`config.mk`:
```
export PLATFORM = sky130hd
export DESIGN_NAME = adder4_result_tx_flat
export DESIGN_NICKNAME = d
export VERILOG_FILES = /design/src/rtl/adder4_result_tx_if.sv /design/src/rtl/adder4_result_tx.sv /design/src/flat_wrapper.sv
export SDC_FILE = /design/constraint.sdc
export NUM_CORES = 1
export LEC_CHECK = 0
export ABC_AREA = 1
export BUFFER_PORTS_ARGS = -buffer_cell sky130_fd_sc_hd__buf_2
export CORE_MARGIN = 2
export CORE_UTILIZATION = 45
export CTS_CLUSTER_DIAMETER = 50
export DETAILED_ROUTE_END_ITERATION = 10
export PLACE_DENSITY_LB_ADDON = 0.3
export REMOVE_ABC_BUFFERS = 1
export SKIP_LAST_GASP = 1
export SLEW_MARGIN = 20
export SYNTH_ARGS = -nofsm -noshare
export SYNTH_HDL_FRONTEND = slang
export SYNTH_SLANG_ARGS = --single-unit
```
`constraint.sdc`:
```
create_clock -name clk -period 4.5 [get_ports clk]
set_input_delay 0.45 -clock clk [delete_from_list [all_inputs] [get_ports clk]]
set_output_delay 0.45 -clock clk [all_outputs]
set_load 0.02 [all_outputs]
```
`src/rtl/adder4_result_tx_if.sv`:
```
// Operand handshake between the adder datapath (master) and the serial result
// transmitter (slave).
interface adder4_result_tx_if;
  logic       in_valid;
  logic       in_ready;
  logic [3:0] a;
  logic [3:0] b;
  logic       cin;

  modport master (output in_valid, output a, output b, output cin, input in_ready);
  modport slave  (input in_valid, input a, input b, input cin, output in_ready);
endinterface

```
`src/rtl/adder4_result_tx.sv`:
```
// Serial transmitter for the 4-bit adder sum: start, 5 data bits LSB-first,
// optional even parity (macro ADDER4_TX_PARITY_EN), stop. All outputs registered.
module adder4_result_tx #(
  parameter int unsigned CLKS_PER_BIT = 4
) (
  input  logic               clk,
  input  logic               rst,
  adder4_result_tx_if.slave  in_if,
  output logic               tx,
  output logic               busy,
  output logic               frame_done
);

`ifdef ADDER4_TX_PARITY_EN
  typedef enum logic [2:0] {IDLE, START, DATA, PARITY, STOP} state_e;
`else
  typedef enum logic [2:0] {IDLE, START, DATA, STOP} state_e;
`endif

  localparam logic [7:0] LAST    = 8'(CLKS_PER_BIT - 1);
  localparam bit         ONE_CLK = (CLKS_PER_BIT == 1);
  // frame_done is registered, so it is raised one cycle before the last stop cycle.
  localparam logic [7:0] DONE_AT = ONE_CLK ? 8'd0 : 8'(CLKS_PER_BIT - 2);

  state_e     state_q, state_d;
  logic [7:0] cnt_q, cnt_d;
  logic [2:0] idx_q, idx_d;
  logic [4:0] sum_q, sum_d;
  logic       tx_q, tx_d;
  logic       busy_q, busy_d;
  logic       ready_q, ready_d;
  logic       done_q, done_d;
  logic       bit_end;
  logic [2:0] idx_nxt;

  always_comb begin
    // NOTE: every _d gets a default first so no path through the case infers a latch.
    state_d = state_q;
    cnt_d   = cnt_q;
    idx_d   = idx_q;
    sum_d   = sum_q;
    tx_d    = tx_q;
    busy_d  = busy_q;
    ready_d = ready_q;
    done_d  = 1'b0;
    bit_end = (cnt_q == LAST);
    idx_nxt = idx_q + 3'd1;

    if (state_q != IDLE) cnt_d = bit_end ? 8'd0 : cnt_q + 8'd1;

    case (state_q)
      IDLE: begin
        if (in_if.in_valid && ready_q) begin
          sum_d   = {1'b0, in_if.a} + {1'b0, in_if.b} + {4'b0, in_if.cin};
          state_d = START;
          cnt_d   = 8'd0;
          tx_d    = 1'b0;
          busy_d  = 1'b1;
          ready_d = 1'b0;
        end
      end
      START: begin
        if (bit_end) begin
          state_d = DATA;
          idx_d   = 3'd0;
          tx_d    = sum_q[0];
        end
      end
      DATA: begin
        if (bit_end) begin
          if (idx_q == 3'd4) begin
`ifdef ADDER4_TX_PARITY_EN
            state_d = PARITY;
            tx_d    = ^sum_q;
`else
            state_d = STOP;
            tx_d    = 1'b1;
            done_d  = ONE_CLK;
`endif
          end else begin
            idx_d = idx_nxt;
            tx_d  = sum_q[idx_nxt];
          end
        end
      end
`ifdef ADDER4_TX_PARITY_EN
      PARITY: begin
        if (bit_end) begin
          state_d = STOP;
          tx_d    = 1'b1;
          done_d  = ONE_CLK;
        end
      end
`endif
      STOP: begin
        if (bit_end) begin
          state_d = IDLE;
          idx_d   = 3'd0;
          busy_d  = 1'b0;
          ready_d = 1'b1;
        end else begin
          done_d = (cnt_q == DONE_AT);
        end
      end
      default: state_d = IDLE;
    endcase
  end

  always_ff @(posedge clk or posedge rst) begin
    // NOTE: state is updated with <= only, so all flops sample the same pre-edge values.
    if (rst) begin
      state_q <= IDLE;
      cnt_q   <= 8'd0;
      idx_q   <= 3'd0;
      sum_q   <= 5'd0;
      tx_q    <= 1'b1;
      busy_q  <= 1'b0;
      ready_q <= 1'b1;
      done_q  <= 1'b0;
    end else begin
      state_q <= state_d;
      cnt_q   <= cnt_d;
      idx_q   <= idx_d;
      sum_q   <= sum_d;
      tx_q    <= tx_d;
      busy_q  <= busy_d;
      ready_q <= ready_d;
      done_q  <= done_d;
    end
  end

  assign in_if.in_ready = ready_q;
  assign tx             = tx_q;
  assign busy           = busy_q;
  assign frame_done     = done_q;

endmodule

```
`src/flat_wrapper.sv`:
```
// flat-port wrapper written by rule: the top's interface ports become plain ports
module adder4_result_tx_flat 
#(
  parameter int unsigned CLKS_PER_BIT = 4
)
  (clk, rst, tx, busy, frame_done, in_if_in_valid, in_if_a, in_if_b, in_if_cin, in_if_in_ready);
  adder4_result_tx_if in_if_i ();
  input  logic clk;
  input  logic rst;
  output logic tx;
  output logic busy;
  output logic frame_done;
  input wire logic [$bits(in_if_i.in_valid)-1:0] in_if_in_valid;
  input wire logic [$bits(in_if_i.a)-1:0] in_if_a;
  input wire logic [$bits(in_if_i.b)-1:0] in_if_b;
  input wire logic [$bits(in_if_i.cin)-1:0] in_if_cin;
  output wire logic [$bits(in_if_i.in_ready)-1:0] in_if_in_ready;
  assign in_if_i.in_valid = in_if_in_valid;
  assign in_if_i.a = in_if_a;
  assign in_if_i.b = in_if_b;
  assign in_if_i.cin = in_if_cin;
  assign in_if_in_ready = in_if_i.in_ready;
  adder4_result_tx #(.CLKS_PER_BIT(CLKS_PER_BIT)) u_core (.clk(clk), .rst(rst), .in_if(in_if_i), .tx(tx), .busy(busy), .frame_done(frame_done));
endmodule
```
==> out/qor.csv <==
metric;value;unit
Hold Vio Cnt, Final;0;
register area share after synthesis;37.81;%
H-tree levels;1;
Initial Util;47.52;%
Pleak;0.8602;nW
initial antenna violation count;0;
Final nets;224;
drt pass-1 iters;4;
Crit Path Class;flop to flop;
CTS tree;yes;
crit-path max cell delay;460;ps
period utilization;37.46;%
startpoint types;flop;
CP Buf/Inv Count;2;
pwr dens;191.2;nW/um^2
FFs w/ async S/R, synth;100.0;%
final wirelength;2460;um
chip width;61.01;um
CP delay by family, top;simple AND/OR/NAND/NOR gates;
critical-path cell list;inv_1 -> ha_1 -> inv_2 -> nor2_8 -> nor2_1 -> o21ai_0 -> nor2_1 -> nand2_1 -> nand2_1;
synth unique cells;28;
dominant register cell in the synthesized netlist;dfrtp_1;
Arr. time, crit path;1930;ps
status;finished clean;
GPL Wtd Cong;0.7816;
count of endpoints failing setup in the final report;0;
Min Clock Period, post-route;1686;ps
fraction of layout cells with a size suffix above 1;16.84;%
CTS sink cnt;22;
row cnt;20;
setup slack after layout;2814;ps
Min Hold Slack;283.1;ps
leading post-synthesis cells by cell area;dfrtp_1, nand2_1, ha_1, inv_1, o21ai_0;
Clock Latency Late Sink;300;ps
maximum number of pins on one net before global-route repair;23;
top cell type's share of synthesized area;34.22;%
total power;0.0003088;W
ANT cells;0;
Worst Setup End Kind;flop;
Post-Syn Area per Cell;8.217;um^2
io pins;16;
vias post-DR;1144;
DRC errors left;0;
worst hold path class;input port to async pin;
DP Wirelength;1979;um
grt total ovfl;0;
Initial DRC Count;29;
Slew Limit Fails;0;
Worst path slowest cell;dfrtp_1;
Worst VDD drop;0.1244;mV
Seq pwr share;64.0;%
Post-synth top cells;nand2_1, inv_1, dfrtp_1, o21ai_0, ha_1;
Global Route Usage Sum;15.91;%
register bit count reported by yosys;22;
switching pwr;0.00007110;W
Post-CTS Setup Bufs;0;
largest area contributor in the netlist;dfrtp_1;
most common cell in the netlist;nand2_1;
core area;3078;um^2
Tightest Pin Transition;817.1;ps
die area;3722;um^2
synth warn;0;
height of the die;61.01;um
cts repair resizes;0;
RSZ-0062 raised after global routing;false;
dpl ws;2621;ps
setup TNS;0;ps
total of max-cap violations;0;
Combinational Power Share;6.8;%
Clock power frac;29.2;%
DRT antenna net count;0;
switch share;23.02;%
routed len/inst;10.25;um
CTS clk-pin slew, worst paths;120;ps
buffer depth of the longest clock path;2;
Worst Clk Skew;2.253;ps
worst-path fanout max;7;
Post-Syn Area;1463;um^2
first-pass GRT wire length;4478;um
internal power;0.0002377;W
CTS Buf Count;3;
Post-CTS Hold Fix Bufs;0;
worst endpoint required time;4750;ps
area grow syn2layout;10.44;%
Max Clock Freq;593.2;MHz
Post-synth EDFFs;0;
number of port buffers;15;
Post-Syn Instances;178;
via density per instance;4.767;
CTS Root Cell;clkbuf_4;
slew margin rel.;45.47;%
vias in the first global route;1103;
[final cells by class]
class	instances	area, um^2
Fill cell	298	1463
Tap cell	44	55.05
Timing Repair Buffer	15	75.07
Multi-Input combinational cell	123	785.8
Clock buffer	3	22.52
Sequential cell	22	553.0
Inverter	33	123.9
[worst register-to-register path: stages, from the launching register on]
cell,delay [ps]
dfrtp_1,460
inv_1,130
ha_1,330
inv_2,150
nor2_8,220
nor2_1,60
o21ai_0,110
nor2_1,70
nand2_1,70
nand2_1,50
[metal layers]
metal / track usage (%) / wire length, um / up-vias
li1: - / - / 596
met1: 18.13 / 1161 / 525
met2: 29.03 / 1207 / 21
met3: 4.622 / 74 / 2
met4: 4.348 / 15 / 0
met5: 0 / 0 / -
[power by group through the flow]
stage | Clock [W] | Sequential (W) | Combinational (W)
finish | 0.0000901 | 0.000198 | 0.0000209
global route | 0.0000983 | 0.000198 | 0.0000257
CTS | 0.0000906 | 0.000198 | 0.0000219
detailed placement | 0 | 0.000201 | 0.0000219
global placement | 0 | 0.000201 | 0.0000205
floorplan | 0 | 0.000201 | 0.0000129
[stage by stage]
| stage | instances | utilization [%] | cell area, um^2 |
|---|---|---|---|
| final | 240 | 52.48 | 1615 |
| after global routing | 240 | 52.48 | 1615 |
| after CTS | 240 | 52.48 | 1615 |
| after detailed placement | 237 | 51.75 | 1593 |
| after global placement | 237 | 51.75 | 1593 |
| after floorplan | 178 | - | 1463 |
[cell usage in the layout (no fill, tap or decap), types with 6 or more instances in the layout]
cell / netlist / final
xor2_1: 6 / 6
buf_2: 0 / 15
o21ai_0: 13 / 13
inv_1: 32 / 32
nand2_1: 44 / 44
dfrtp_1: 20 / 20
nor2_1: 9 / 9
nand3_1: 10 / 10
ha_1: 12 / 12
[cells by family after synthesis]
logic type / synth area share, %
xor gates and xnor gates: 3.593
buffers and inverters: 8.469
AOI/OAI and AO/OA: 9.751
adders and majority gates: 13.00
and+or+nand+nor: 27.37
DFF: 37.81
[worst paths after layout]
path,slack [ps],from,to,cells after the start
worst min-delay path,280,rst,u_core.cnt_q[6],2
max in group asynchronous,3710,rst,u_core.state_q[1],2
worst min register to register,480,u_core.tx,u_core.tx,2
worst max register to register,2810,u_core.state_q[0],u_core.tx,9
worst max-delay path,2810,u_core.state_q[0],u_core.tx,9
min in group clk,480,u_core.tx,u_core.tx,2
[sequential cells by signal (all words and copies together) (netlist names)]
name,flops
u_core.cnt_q,8
u_core.sum_q,5
u_core.idx_q,3
u_core.state_q,2
u_core.busy,1
u_core.frame_done,1
u_core.in_if.in_ready,1
u_core.tx,1
Note: power is estimated with default switching activity, not from simulation.
